## src/rtl/servile_byte_wb_initiator.sv

```systemverilog
// Byte-to-word Wishbone initiator with a one-word write-combining buffer.
// Byte writes to the same word merge into the buffer and leave as one masked
// Wishbone write; reads always drain the buffer first so they never pass a
// buffered write. All Wishbone outputs come straight from flops.
//
// Request handshake: a request transfers on a rising clock edge where both
// i_req_valid and o_req_ready are high; the agent holds address, data and
// we stable while valid is high and ready is low.
module servile_byte_wb_initiator #(
  parameter int AW = 8
) (
  input  logic          i_clk,
  input  logic          i_rst_n,
  input  logic [AW-1:0] i_req_adr,
  input  logic [7:0]    i_req_dat,
  input  logic          i_req_we,
  input  logic          i_req_valid,
  output logic          o_req_ready,
  input  logic          i_flush,
  output logic [7:0]    o_rsp_dat,
  output logic          o_rsp_valid,
  output logic          o_idle,
  output logic [AW-3:0] o_wb_adr,
  output logic [31:0]   o_wb_dat,
  output logic [3:0]    o_wb_sel,
  output logic          o_wb_we,
  output logic          o_wb_stb,
  input  logic [31:0]   i_wb_rdt,
  input  logic          i_wb_ack,
  output logic [1:0]    o_dbg_state
);

  typedef enum logic [1:0] {
    IDLE  = 2'd0,
    WRITE = 2'd1,
    READ  = 2'd2
  } state_t;

  state_t        state_q, state_d;
  logic [AW-3:0] buf_adr_q, buf_adr_d;
  logic [31:0]   buf_dat_q, buf_dat_d;
  logic [3:0]    buf_sel_q, buf_sel_d;
  logic [1:0]    rd_lane_q, rd_lane_d;
  logic [AW-3:0] wb_adr_q, wb_adr_d;
  logic [31:0]   wb_dat_q, wb_dat_d;
  logic [3:0]    wb_sel_q, wb_sel_d;
  logic          wb_we_q, wb_we_d;
  logic          wb_stb_q, wb_stb_d;
  logic [7:0]    rsp_dat_q, rsp_dat_d;
  logic          rsp_valid_q, rsp_valid_d;

  logic          buf_valid;
  logic          flush_needed;
  logic          req_ready;
  logic [AW-3:0] req_word;
  logic [1:0]    req_lane;
  logic [3:0]    merged_sel;
  logic [31:0]   merged_dat;

  // Zero the data of lanes that are not selected.
  function automatic logic [31:0] mask_lanes(input logic [31:0] dat, input logic [3:0] sel);
    logic [31:0] res;
    for (int b = 0; b < 4; b++) begin
      res[8*b +: 8] = dat[8*b +: 8] & {8{sel[b]}};
    end
    return res;
  endfunction

  assign buf_valid = |buf_sel_q;
  assign req_word  = i_req_adr[AW-1:2];
  assign req_lane  = i_req_adr[1:0];

  // Buffered word must leave before anything else: full, forced, or a
  // request that cannot merge (any read, or a write to another word).
  assign flush_needed = buf_valid &
                        ((buf_sel_q == 4'hF) | i_flush |
                         (i_req_valid & (!i_req_we | (req_word != buf_adr_q))));

  // Buffer contents as they would be after merging the current write.
  always_comb begin
    merged_sel = buf_sel_q;
    merged_dat = buf_dat_q;
    merged_sel[req_lane] = 1'b1;
    merged_dat[8*req_lane +: 8] = i_req_dat;
  end

  // Next-state, buffer and registered-output logic.
  always_comb begin
    state_d     = state_q;
    buf_adr_d   = buf_adr_q;
    buf_dat_d   = buf_dat_q;
    buf_sel_d   = buf_sel_q;
    rd_lane_d   = rd_lane_q;
    wb_adr_d    = wb_adr_q;
    wb_dat_d    = wb_dat_q;
    wb_sel_d    = wb_sel_q;
    wb_we_d     = wb_we_q;
    wb_stb_d    = wb_stb_q;
    rsp_dat_d   = rsp_dat_q;
    rsp_valid_d = 1'b0;
    req_ready   = 1'b0;
    case (state_q)
      IDLE: begin
        if (flush_needed) begin
          state_d  = WRITE;
          wb_adr_d = buf_adr_q;
          wb_dat_d = mask_lanes(buf_dat_q, buf_sel_q);
          wb_sel_d = buf_sel_q;
          wb_we_d  = 1'b1;
          wb_stb_d = 1'b1;
        end else begin
          req_ready = 1'b1;
          if (i_req_valid && i_req_we) begin
            buf_adr_d = req_word;
            buf_dat_d = merged_dat;
            buf_sel_d = merged_sel;
            // A write completing the word goes out on the next cycle.
            if (merged_sel == 4'hF) begin
              state_d  = WRITE;
              wb_adr_d = req_word;
              wb_dat_d = merged_dat;
              wb_sel_d = 4'hF;
              wb_we_d  = 1'b1;
              wb_stb_d = 1'b1;
            end
          end else if (i_req_valid) begin
            state_d   = READ;
            rd_lane_d = req_lane;
            wb_adr_d  = req_word;
            wb_dat_d  = 32'h0;
            wb_sel_d  = 4'hF;
            wb_we_d   = 1'b0;
            wb_stb_d  = 1'b1;
          end
        end
      end
      WRITE: begin
        if (i_wb_ack) begin
          state_d   = IDLE;
          buf_sel_d = 4'h0;
          buf_dat_d = 32'h0;
          wb_stb_d  = 1'b0;
          wb_we_d   = 1'b0;
        end
      end
      READ: begin
        if (i_wb_ack) begin
          state_d     = IDLE;
          rsp_dat_d   = i_wb_rdt[8*rd_lane_q +: 8];
          rsp_valid_d = 1'b1;
          wb_stb_d    = 1'b0;
        end
      end
      default: state_d = IDLE;
    endcase
  end

  // State, buffer and output registers; reset discards any buffered data.
  always_ff @(posedge i_clk or negedge i_rst_n) begin
    if (!i_rst_n) begin
      state_q     <= IDLE;
      buf_adr_q   <= '0;
      buf_dat_q   <= '0;
      buf_sel_q   <= '0;
      rd_lane_q   <= '0;
      wb_adr_q    <= '0;
      wb_dat_q    <= '0;
      wb_sel_q    <= '0;
      wb_we_q     <= 1'b0;
      wb_stb_q    <= 1'b0;
      rsp_dat_q   <= '0;
      rsp_valid_q <= 1'b0;
    end else begin
      state_q     <= state_d;
      buf_adr_q   <= buf_adr_d;
      buf_dat_q   <= buf_dat_d;
      buf_sel_q   <= buf_sel_d;
      rd_lane_q   <= rd_lane_d;
      wb_adr_q    <= wb_adr_d;
      wb_dat_q    <= wb_dat_d;
      wb_sel_q    <= wb_sel_d;
      wb_we_q     <= wb_we_d;
      wb_stb_q    <= wb_stb_d;
      rsp_dat_q   <= rsp_dat_d;
      rsp_valid_q <= rsp_valid_d;
    end
  end

  assign o_req_ready = req_ready & i_rst_n;
  assign o_idle      = (state_q == IDLE) & !buf_valid;
  assign o_wb_adr    = wb_adr_q;
  assign o_wb_dat    = wb_dat_q;
  assign o_wb_sel    = wb_sel_q;
  assign o_wb_we     = wb_we_q;
  assign o_wb_stb    = wb_stb_q;
  assign o_rsp_dat   = rsp_dat_q;
  assign o_rsp_valid = rsp_valid_q;
  assign o_dbg_state = state_q;

endmodule

```

## config.mk

```make
export PLATFORM = sky130hd
export DESIGN_NAME = servile_byte_wb_initiator
export DESIGN_NICKNAME = d
export VERILOG_FILES = /design/src/rtl/servile_byte_wb_initiator.sv
export SDC_FILE = /design/constraint.sdc
export NUM_CORES = 1
export LEC_CHECK = 0
export ABC_AREA = 1
export ABC_CLOCK_PERIOD_IN_PS = 2200
export BUFFER_PORTS_ARGS = -buffer_cell sky130_fd_sc_hd__buf_2
export CELL_PAD_IN_SITES_DETAIL_PLACEMENT = 0
export CELL_PAD_IN_SITES_GLOBAL_PLACEMENT = 1
export CORE_MARGIN = 1.5
export CORE_UTILIZATION = 40
export CTS_CLUSTER_DIAMETER = 60
export DETAILED_ROUTE_END_ITERATION = 10
export PLACE_DENSITY_LB_ADDON = 0.1
export SYNTH_ARGS = -nofsm -noshare
export SYNTH_HDL_FRONTEND = slang
export SYNTH_SLANG_ARGS = --single-unit
```

## constraint.sdc

```tcl
create_clock -name i_clk -period 2.2 [get_ports i_clk]
set_clock_uncertainty 0.2 [all_clocks]
set_input_delay 0.22 -clock i_clk [delete_from_list [all_inputs] [get_ports i_clk]]
set_output_delay 0.22 -clock i_clk [all_outputs]
set_load 0.02 [all_outputs]
```

# [After elaboration in Yosys (flattened, before gate mapping)]
# Cells that the tools add are included.
[word_totals] latch_bits=0 input_bits=54 mem_bits_ro=0 reg_bits=99 n_memories=0 output_inout_bits=57 word_cells=105 ramBits=0
[classes] n_bitwise=14 multipliers=0 n_shift=3 n_lt_le_gt_ge=2 n_div=0 n_eq_ne=12 n_reduce_logical=18 n_addsub=1 mux=43
[ops] cell="32-bit 2-to-1 mux" n=7
[ops] cell="32-bit case mux with 2 select lines" n=1
[ops] cell="5-bit negation with 34-bit output" n=1
[ops] cell="8-bit by 34-bit variable shift with 32-bit output (first input constant)" n=1
[ops] cell="8-bit by 34-bit indexed part select with 32-bit output" n=1
[ops] cell="8-bit bitwise AND" n=4
[ops] cell="32-bit bitwise mux" n=1
[ops] cell="32-bit by 6-bit indexed part select with 8-bit output" n=1
[ops] cell="4-bit 2-to-1 mux" n=7
[ops] cell="6-bit 2-to-1 mux" n=4
[ops] cell="4-bit AND reduction" n=4
[ops] cell="1-bit 2-to-1 mux" n=13
[ops] cell="2-bit 2-to-1 mux" n=5
[ops] cell="3-bit AND reduction" n=3
[ops] cell="4-bit equality test (second input constant)" n=2
[ops] cell="4-bit != test (second input constant)" n=2
[ops] cell="4-bit case mux with 2 select lines" n=1
[ops] cell="2-bit != test (second input constant)" n=3
[ops] cell="6-bit != test" n=1
[ops] cell="1-bit bitwise AND" n=4
[ops] cell="4-bit bitwise OR" n=1
[ops] cell="1-bit case mux with 2 select lines" n=2
[ops] cell="2-bit case mux with 2 select lines" n=1
[ops] cell="2-bit nonzero test" n=2
[ops] cell="other kinds (16)" n=21

# [Longest topological paths before layout]
# Gate-level depths: netlist (run 1).
[depth] ltp_word=10 mapped_depth=16 ltp_nobuf=15

# [Worst setup path before layout (run 1)]
# OpenSTA, ideal clock, no wires.
[synth_timing] kind="register to register" from="reg state_q[0], in the netlist o_dbg_state[0]" to="reg buf_sel_q[3]" path_stages_with_launch=9 required_time_ns=1.870 slack_ns=0.148 t_arrival_ns=1.721 setup_time_ns=0.130 period_less_slack_ns=2.052 path_buffers=1 cell_sequence="dfrtp_1 inv_1 ha_1 inv_1 o21ai_0 nand3_2 clkbuf_1 nand2_1 o21ai_1"
[synth_via] elab_chain_len=3 elab_cells_between_ends=8 cone_classes="eq/ne: 4; mux: 1; reduce/logical: 3"
[synth_rtl] element="start, declared" line_no="39" source="state_t state_q, state_d;"
[synth_rtl] element="start signal, assigned" line_no="174" source="state_q <= state_d;"
[synth_rtl] element="2-bit by 1-bit equality test with 1-bit output or 2-bit logical NOT (tied branches)" line_no="102" source="case (state_q)"
[synth_rtl] element="2-bit != test (no source line) or 2-bit nonzero test (tied branches)"
[synth_rtl] element="4-bit AND reduction (no source line)"
[synth_rtl] element="end signal, assigned" line_no="177" source="buf_sel_q <= buf_sel_d;"
[synth_rtl] element="end, declared" line_no="42" source="logic [3:0] buf_sel_q, buf_sel_d;"
# Parallel ways exist; a longest one is shown, timed or not.
# A chain may end at the register's enable or synchronous reset.

# [Worst setup path after layout (run 1)]
[layout_timing] from="reg buf_adr_q[2]" to="out o_req_ready"
[layout_via] elab_chain_len=8
[layout_rtl] element="start, declared" line_no="40" source="logic [AW-3:0] buf_adr_q, buf_adr_d;"
[layout_rtl] element="start signal, assigned" line_no="175" source="buf_adr_q <= buf_adr_d;"
[layout_rtl] element="6-bit != test" line_no="77" source="(i_req_valid & (!i_req_we | (req_word != buf_adr_q))));"
[layout_rtl] element="1-bit bitwise OR" line_no="77"
[layout_rtl] element="1-bit bitwise AND" line_no="77"
[layout_rtl] element="1-bit bitwise OR" line_no="76" source="((buf_sel_q == 4'hF) | i_flush |"
[layout_rtl] element="1-bit bitwise AND" line_no="75" source="assign flush_needed = buf_valid &"
[layout_rtl] element="1-bit 2-to-1 mux" line_no="104" source="if (flush_needed) begin"
[layout_rtl] element="1-bit 2-to-1 mux" line_no="102"
[layout_rtl] element="1-bit bitwise AND" line_no="189" source="assign o_req_ready = req_ready & i_rst_n;"
[layout_rtl] element="end, declared" line_no="18" source="output logic o_req_ready,"
# Every way passes these cells.

==> results of run 1 <==
-- cell usage in the layout, fill, tap and decap left out, types with 2 or more instances in the layout --
cell,n
sky130_fd_sc_hd__nand4_1,2
sky130_fd_sc_hd__o22ai_1,23
sky130_fd_sc_hd__clkbuf_1,4
sky130_fd_sc_hd__nand2_1,284
sky130_fd_sc_hd__buf_4,21
sky130_fd_sc_hd__buf_12,6
sky130_fd_sc_hd__o21ai_0,63
sky130_fd_sc_hd__nand3_4,2
sky130_fd_sc_hd__nor2_1,58
sky130_fd_sc_hd__dlygate4sd3_1,20
sky130_fd_sc_hd__buf_2,108
sky130_fd_sc_hd__inv_1,51
sky130_fd_sc_hd__dfrtp_1,99
sky130_fd_sc_hd__nand3_1,48
sky130_fd_sc_hd__nor2_4,2
sky130_fd_sc_hd__inv_2,10
sky130_fd_sc_hd__clkbuf_16,10
sky130_fd_sc_hd__o21ai_1,40
sky130_fd_sc_hd__a31oi_1,8
sky130_fd_sc_hd__or2_2,2
sky130_fd_sc_hd__ha_1,11
sky130_fd_sc_hd__buf_6,5
sky130_fd_sc_hd__nand2_2,3
-- final cells by class --
class | instances | area [µm²]
Clock inverter | 2 | 35.0
Timing Repair Buffer | 161 | 1100
Multi-Input combinational cell | 554 | 2540
Clock buffer | 14 | 254
Tap cell | 176 | 220
Sequential cell | 99 | 2480
Fill cell | 1302 | 6430
Inverter | 62 | 233
-- cells by family (layout without fill, tap and decap cells) --
group	count (synthesis)	after routing
flops	99	99
fa+ha+maj	11	11
buf+inv	105	239
simple gates	404	404
compound gates	139	139
-- metal layers --
layer	track usage, %	vias to the layer above
met1	30.1	2510
met5	0	-
met4	10.7	0
met2	36.1	148
met3	4.37	31
li1	-	2689
-- final timing paths --
check,start,to,slack [ns],depth (start not counted)
worst max-delay path,buf_adr_q[2],o_req_ready,0.10,11
worst min-delay path,i_req_adr[4],o_wb_adr[2],0.01,5
worst max register to register,o_dbg_state[0],buf_dat_q[17],0.14,8
worst min register to register,o_wb_adr[5],o_wb_adr[5],0.27,2
max in group asynchronous,i_rst_n,buf_dat_q[12],1.11,3
min in group asynchronous,i_rst_n,o_wb_adr[1],0.29,3
-- power groups by stage --
stage / combinational (µW) / sequential [µW] / clock [µW]
after floorplan: 2570 / 3180 / 0
after global placement: 4070 / 2880 / 0
after detailed placement: 4100 / 2910 / 0
after CTS: 4200 / 2890 / 1660
after global routing: 4860 / 2980 / 1710
final: 4330 / 2890 / 1600
-- worst min-delay path: stages --
cell	delay, ns
sky130_fd_sc_hd__buf_2	0.10
sky130_fd_sc_hd__inv_2	0.04
sky130_fd_sc_hd__nand2_1	0.05
sky130_fd_sc_hd__nand3_1	0.07
sky130_fd_sc_hd__nand2_1	0.05
-- stage by stage --
step | hold slack [ns] | instance area, µm²
global route | 0.0280 | 6860
finish | 0.0106 | 6860
floorplan | -0.276 | 5460
detailed placement | 0.142 | 6260
CTS | 0.000587 | 6770
global placement | 0.156 | 6260
-- sequential cells by signal, indices dropped and copies added (netlist names) --
register and count:
buf_adr_q 6, o_wb_sel 4, buf_sel_q 4, o_dbg_state 2, buf_dat_q 32, o_wb_stb 1
o_wb_dat 32, o_rsp_valid 1, o_rsp_dat 8, o_wb_we 1, o_wb_adr 6, rd_lane_q 2
-- what timing repair did --
item,CTS,global route
endpoints found under the setup margin,1,28
buffers inserted,2,2
gates resized for setup,1,14
gates cloned,0,1
hold endpoints to repair,115,0
pin swaps,0,4
hold buffers,20,0
==> run summary, run 1 <==
The fraction of the mapped netlist area in compound gates came out at 13.8%. The type of origin of the critical path is a register. Setup slack closes at 0.105 ns. The completed layout was analyzed and its total power is 8820 µW. The share of layout cells above drive strength 1 is about a fifth.

The initial DRC count is ~280. The total vias in the final route came out at 5378. Among the stages of the critical path, the cell type that occurs most often is sky130_fd_sc_hd__nand2_1. The setup TNS came out at 0 ns. Yosys attributes the largest share of cell area to sky130_fd_sc_hd__dfrtp_1 45%, sky130_fd_sc_hd__nand2_1 20%, sky130_fd_sc_hd__o21ai_0 5.9%. After detailed placement, the design holds a cell count of 1027. The post-synthesis register bit count came out at 99.

Across the run, the number of max-cap violations was 0. The kind of critical path is register to primary output. The met2 layer wire length in the routed design is 7.00 mm. The pre-CTS worst setup slack is 0.0379 ns. The initial antenna violation count is 0. The detail route stage leaves a number of antenna-violating nets equal to 0. The half-perimeter wire length after placement is 10.5 mm.

The actual transition at the worst max-transition pin came out at between 0.5 and 0.6 ns. Counting instances in the post-synthesis netlist gives the leading cell types as 285 x sky130_fd_sc_hd__nand2_1, 99 x sky130_fd_sc_hd__dfrtp_1, 64 x sky130_fd_sc_hd__o21ai_0. Signal routing reaches up to met4.

The internal power consumption came out at 4890 µW. The via count of the first global-routing pass came out at 5277. In the routed design, unresolved DRC markers number 0. The die covers 14400 µm².

The deepest level of the CTS H-tree is 3. The number of cells produced by synthesis is around 760. The clock passes through at most 2 buffers. The run finished with clean final reports.

After detailed routing, the average wire length per cell comes to around 15 µm. The first global-routing pass estimated 25.9 mm of wire. The share of total power dissipated in sequential elements is 32.8%. The slowest cell on the critical path is sky130_fd_sc_hd__dfrtp_1.

The buffering stage count on the worst path with inverters included came out at 2. Data on the critical path arrives at its endpoint at 1.68 ns. The path class of the tightest hold or removal check is input port to register. The post-synthesis share of cell area spent on full adders, half adders and majority gates is 2.52%. The async set or reset register ratio after synthesis is 100%.

The number of antenna repair diodes is 0. For this run, the leading register cell type out of synthesis is sky130_fd_sc_hd__dfrtp_1. Routability-driven placement finished with a final weighted congestion of 0.901.

The fraction of the mapped netlist area in simple logic gates came out at 29.8%. The wire length after detailed routing is 15.7 mm. The finished layout holds between 1000 and 1500 standard cells, fillers aside.

The placeable core region is 13300 µm². The count of buffers inserted at the top-level ports came out at 110. The area share of the largest cell type after synthesis came out at 45.4%. The total global routing overflow is 0. The layout overhead on the synthesized area came out at 25.8%. The initial cell density of the core is 41.0%. The final-stage net count is 952. Setup violations remaining at the end of the flow were counted as 0.

In the routed layout, each cell is associated on average with a via count of 5.04. The utilization after layout is between 50% and 60%. The post-route clock period utilization came out at 95.2%.

The number of detailed-route iterations in the first pass is 4. The global-route usage over all layers is 22.8%. The clock network fraction of total power is 18.2%. The fraction of power consumed by combinational cells is 49.1%. The largest family of logic cells by synthesized area is simple AND/OR/NAND/NOR gates. The height of the die is approximately 120 µm.

The clock root buffer is sky130_fd_sc_hd__clkbuf_16. The signal on the critical path passes through inv_2 > nand2_1 > nand2_1 > nand2_1 > nor2_1 > nand2_1 > nand2_1 > nand2_2 > nand2_4 > and3_4 > buf_6. The post-synthesis sequential area ratio is ~45%.

In the final routing, the length of wire on met1 measures 7.40 mm. The total met3 wirelength after detailed routing came out at 813 µm. The synthesized design contains 0 enable-type register cells. A synthesized cell averages approximately 7 µm².

IR analysis of the VDD net gives a maximum drop of between 400 and 500 µV. The clock period minus final worst setup slack is ~2.1 ns. The maximum number of pins on one net before global-route repair is 100. The power density of the placed cells is 1290 nW/µm². Of all nets on the critical path, the largest fanout is 3. The hold violation total from the final report was 0. The post-synthesis mux area share is 0%. The kind of cell with the highest combined delay along the critical path is simple AND/OR/NAND/NOR gates. The number of buffers inserted during clock tree synthesis is 9.

By instance count, the leading cell after synthesis is sky130_fd_sc_hd__nand2_1. The clock slew at the register clock pins of the worst setup and hold paths is 0.06 ns. The net count after synthesis came out at 823. The clock latency of the later-clocked register in the worst-skew pair is ~0.36 ns.

The xor-xnor portion of the synthesized cell area is 0%. The floorplan die width came out at 120 µm. STA puts the critical path data required time at 1.78 ns.

The I/O pin total is 111. The synthesized netlist occupies a cell area of 5460 µm². For this design the static power due to leakage is 0.00339 µW. TritonCTS built the clock tree. The initialized floorplan defines 42 standard-cell rows.

Setup repair after global routing could not meet its margin everywhere. The count of pins over their slew limit came out at 0. The clock drives 99 sinks. The switching part of the total came out at 44.6%. The peak per-stage delay on the critical path is 0.38 ns.

The achievable clock frequency is around 480 MHz. The endpoint type of the worst setup path is a primary output. sky130_fd_sc_hd__dfrtp_1 takes more of the synthesized area than any other cell. The number of synthesis warnings came out at 0. The tightest slew margin relative to the limit is 64.2%. Summed over all nets, the switching power comes to between 3000 and 4000 µW. The distinct cell type count of the synthesized netlist came out at 30.
Power figures use the tool's default switching activity.
==> run 2: changes to the inputs <==
--- a/config.mk
+++ b/config.mk
@@ -7,14 +7,15 @@
 export LEC_CHECK = 0
 export ABC_AREA = 1
 export ABC_CLOCK_PERIOD_IN_PS = 2200
-export BUFFER_PORTS_ARGS = -buffer_cell sky130_fd_sc_hd__buf_2
 export CELL_PAD_IN_SITES_DETAIL_PLACEMENT = 0
 export CELL_PAD_IN_SITES_GLOBAL_PLACEMENT = 1
 export CORE_MARGIN = 1.5
 export CORE_UTILIZATION = 40
 export CTS_CLUSTER_DIAMETER = 60
 export DETAILED_ROUTE_END_ITERATION = 10
+export DONT_BUFFER_PORTS = 1
 export PLACE_DENSITY_LB_ADDON = 0.1
+export SKIP_CTS_REPAIR_TIMING = 1
 export SYNTH_ARGS = -nofsm -noshare
 export SYNTH_HDL_FRONTEND = slang
 export SYNTH_SLANG_ARGS = --single-unit
==> run summary, run 2 (synthesized netlist as in run 1, its figures left out) <==
The count of buffers inserted at the top-level ports is 0. The data arrival time of the critical path came out at 1.67 ns. The worst setup path is launched from an input port. The final setup violation count came out at 0. The die is 120 µm wide. Hold timing on the final database bottoms out at a slack of -0.642 ns. The layout overhead on the synthesized area is 15.6%. The kind of critical path is input port to primary output. The number of buffers inserted during clock tree synthesis is 9. The power density of the placed cells is 1330 nW/µm². The static leakage came out at 0.00289 µW. For this design, the sink count on the clock tree is between 90 and 100. For this design the top-level I/O count stands at 111. The wire length after detailed routing is approximately 15 mm. The deepest clock path buffer count came out at 2. The height of the die came out at 120 µm. The max-capacitance violation count is 0.

For this run, design rule violations remaining after detail routing come to 0. The count of pins over their slew limit came out at 0. The checks that failed: negative hold slack. The final cell count without fillers came out at 959. In the finished design, the share of the clock period the worst path needs comes to 95.2%. The worst setup path is captured at a primary output. The final weighted congestion in routability-driven placement came out at about 0.87. The slowest cell on the critical path is sky130_fd_sc_hd__dlygate4sd3_1. The clock period minus final worst setup slack is 2.09 ns. The switching part of the total came out at 45.3%. The via count of the first global-routing pass was ~4600.

The residual antenna-violating net count after detailed routing came out at 0. Along the worst path, the maximum fanout reaches 6. The placeable core region is 13300 µm².

The data required time at the worst endpoint is about 1.8 ns. Dividing the detail-routed wire length by the instance count gives roughly 16 µm. The most prevalent standard cell on the critical path is sky130_fd_sc_hd__nand2_1. The die covers 14400 µm². In this run the number of H-tree levels came out at 3. Once placement completed, the tool counted placed cells totaling 910. The hold violation total from the final report came out at 109. The global-route usage over all layers is 21.4%. The peak per-stage delay on the critical path came out at 0.57 ns. The run finished, with violations left. 0 antenna diodes ended up in the layout. The clock root buffer is sky130_fd_sc_hd__clkbuf_16.

TritonCTS built the clock tree. The initial antenna violation count is 0. The final route contains 4956 vias.

The floorplan has 42 rows. The share of layout cells above drive strength 1 came out at 7.41%. The initial cell density of the core came out at 41.0%. Entering global routing, the biggest net connects slightly above 100 pins.

The final layout contains 843 nets. The fraction of power consumed by combinational cells is 40.9%. In the layout the commonest cells are 285 x sky130_fd_sc_hd__nand2_1, 99 x sky130_fd_sc_hd__dfrtp_1, 64 x sky130_fd_sc_hd__o21ai_0. The setup TNS is 0 ns.

Leaving out fill and tap cells, the most frequent cell in the layout is sky130_fd_sc_hd__nand2_1. The actual transition at the worst max-transition pin came out at 0.470 ns. The achievable clock frequency came out at 477 MHz.

The initial DRC count came out at between 200 and 300. The internal power consumption came out at between 4000 and 5000 µW. The first detailed-routing pass ran for 5 iterations. The proportion of power drawn by flip-flops and latches came out at just under 40%.

The total net switching power is 3800 µW. The half-perimeter wire length after placement is 9.91 mm. IR analysis of the VDD net gives a maximum drop of 427 µV. The total global routing overflow is 0. In this run the worst hold path is classified as input port to asynchronous set/reset pin. The tightest slew margin relative to the limit came out at 68.6%.

Dividing the detail-routed via count by the number of cells gives 5.17. Traced cell by cell, the critical path runs through dlygate4sd3_1 > inv_2 > nand2_1 > nand2_1 > nand2_1 > nor2_1 > nand2_1 > nand2_1 > nand2_2 > nand2_4 > and3_4. Clock-pin slew was measured on the worst setup and hold paths at 0.07 ns.

The pre-CTS worst setup slack came out at 0.0251 ns. The clock latency of the later-clocked register in the worst-skew pair came out at 0.35 ns. The smallest setup slack after layout came out at 0.106 ns. The wire length of the first global-routing pass came out at approximately 24 mm.

The clock network fraction of total power is a little over 20%.
-- run 2: cell count changes in the layout (fill, tap and decap cells not counted), sizes merged --
cell and delta:
buf -119, dlygate4sd3 +11, clkinv +1, clkinvlp +1, clkbuf -3
-- run 2: worst paths after layout --
kind | start | endpoint | slack (ns) | depth (start not counted)
hold reg to reg | rd_lane_q[0] | rd_lane_q[0] | 0.28 | 2
setup reg to reg | rd_lane_q[0] | o_rsp_dat[6] | 0.14 | 5
hold / removal | i_rst_n | o_wb_adr[2] | -0.64 | 0
setup / recovery | i_req_adr[6] | o_req_ready | 0.11 | 11
max in group asynchronous | i_rst_n | o_wb_dat[24] | 2.25 | 0
min in group i_clk | i_wb_rdt[0] | o_rsp_dat[0] | -0.05 | 4
-- run 2: area by class of cell --
| cell class | count | area, µm² |
|---|---|---|
| multi-input combinational | 554 | 2530 |
| inverter | 62 | 235 |
| clock buffer | 12 | 267 |
| timing repair buffer | 52 | 529 |
| tap | 176 | 220 |
| clock inverter | 4 | 47.5 |
| fill | 1383 | 6990 |
| sequential | 99 | 2480 |
-- run 2: metrics by stage --
step | hold WS (ns) | util (%) | power [µW] | instance area, µm²
finish | -0.642 | 47.4 | 8390 | 6310
global route | -0.659 | 47.4 | 9080 | 6310
CTS | -0.655 | 44.8 | 8290 | 5950
detailed placement | -0.273 | 42.4 | 6560 | 5640
global placement | -0.273 | 42.4 | 6490 | 5640
floorplan | -0.276 | - | 5750 | 5460
-- run 2: critical path: cells and delay by family --
family	cells	cell delay, ns
and+or+nand+nor	9	0.82
buffers and inverters	2	0.64
-- run 2: power by group through the flow --
stage | clock (µW) | combinational (µW) | sequential [µW]
4_1_cts | 1740 | 3290 | 3260
6_report | 1700 | 3430 | 3260
3_3_place_gp | 0 | 3220 | 3270
2_1_floorplan | 0 | 2570 | 3180
3_5_place_dp | 0 | 3270 | 3300
5_1_grt | 1800 | 3930 | 3350
-- run 2: layer usage --
layer  up-vias  GRT usage (%)  routed length (µm)
met1      2339           28.6                7220
met3        16           5.28                 878
li1       2466              -                   -
met2       135           33.8                6990
met4         0           7.51                 244
met5         -              0                   0
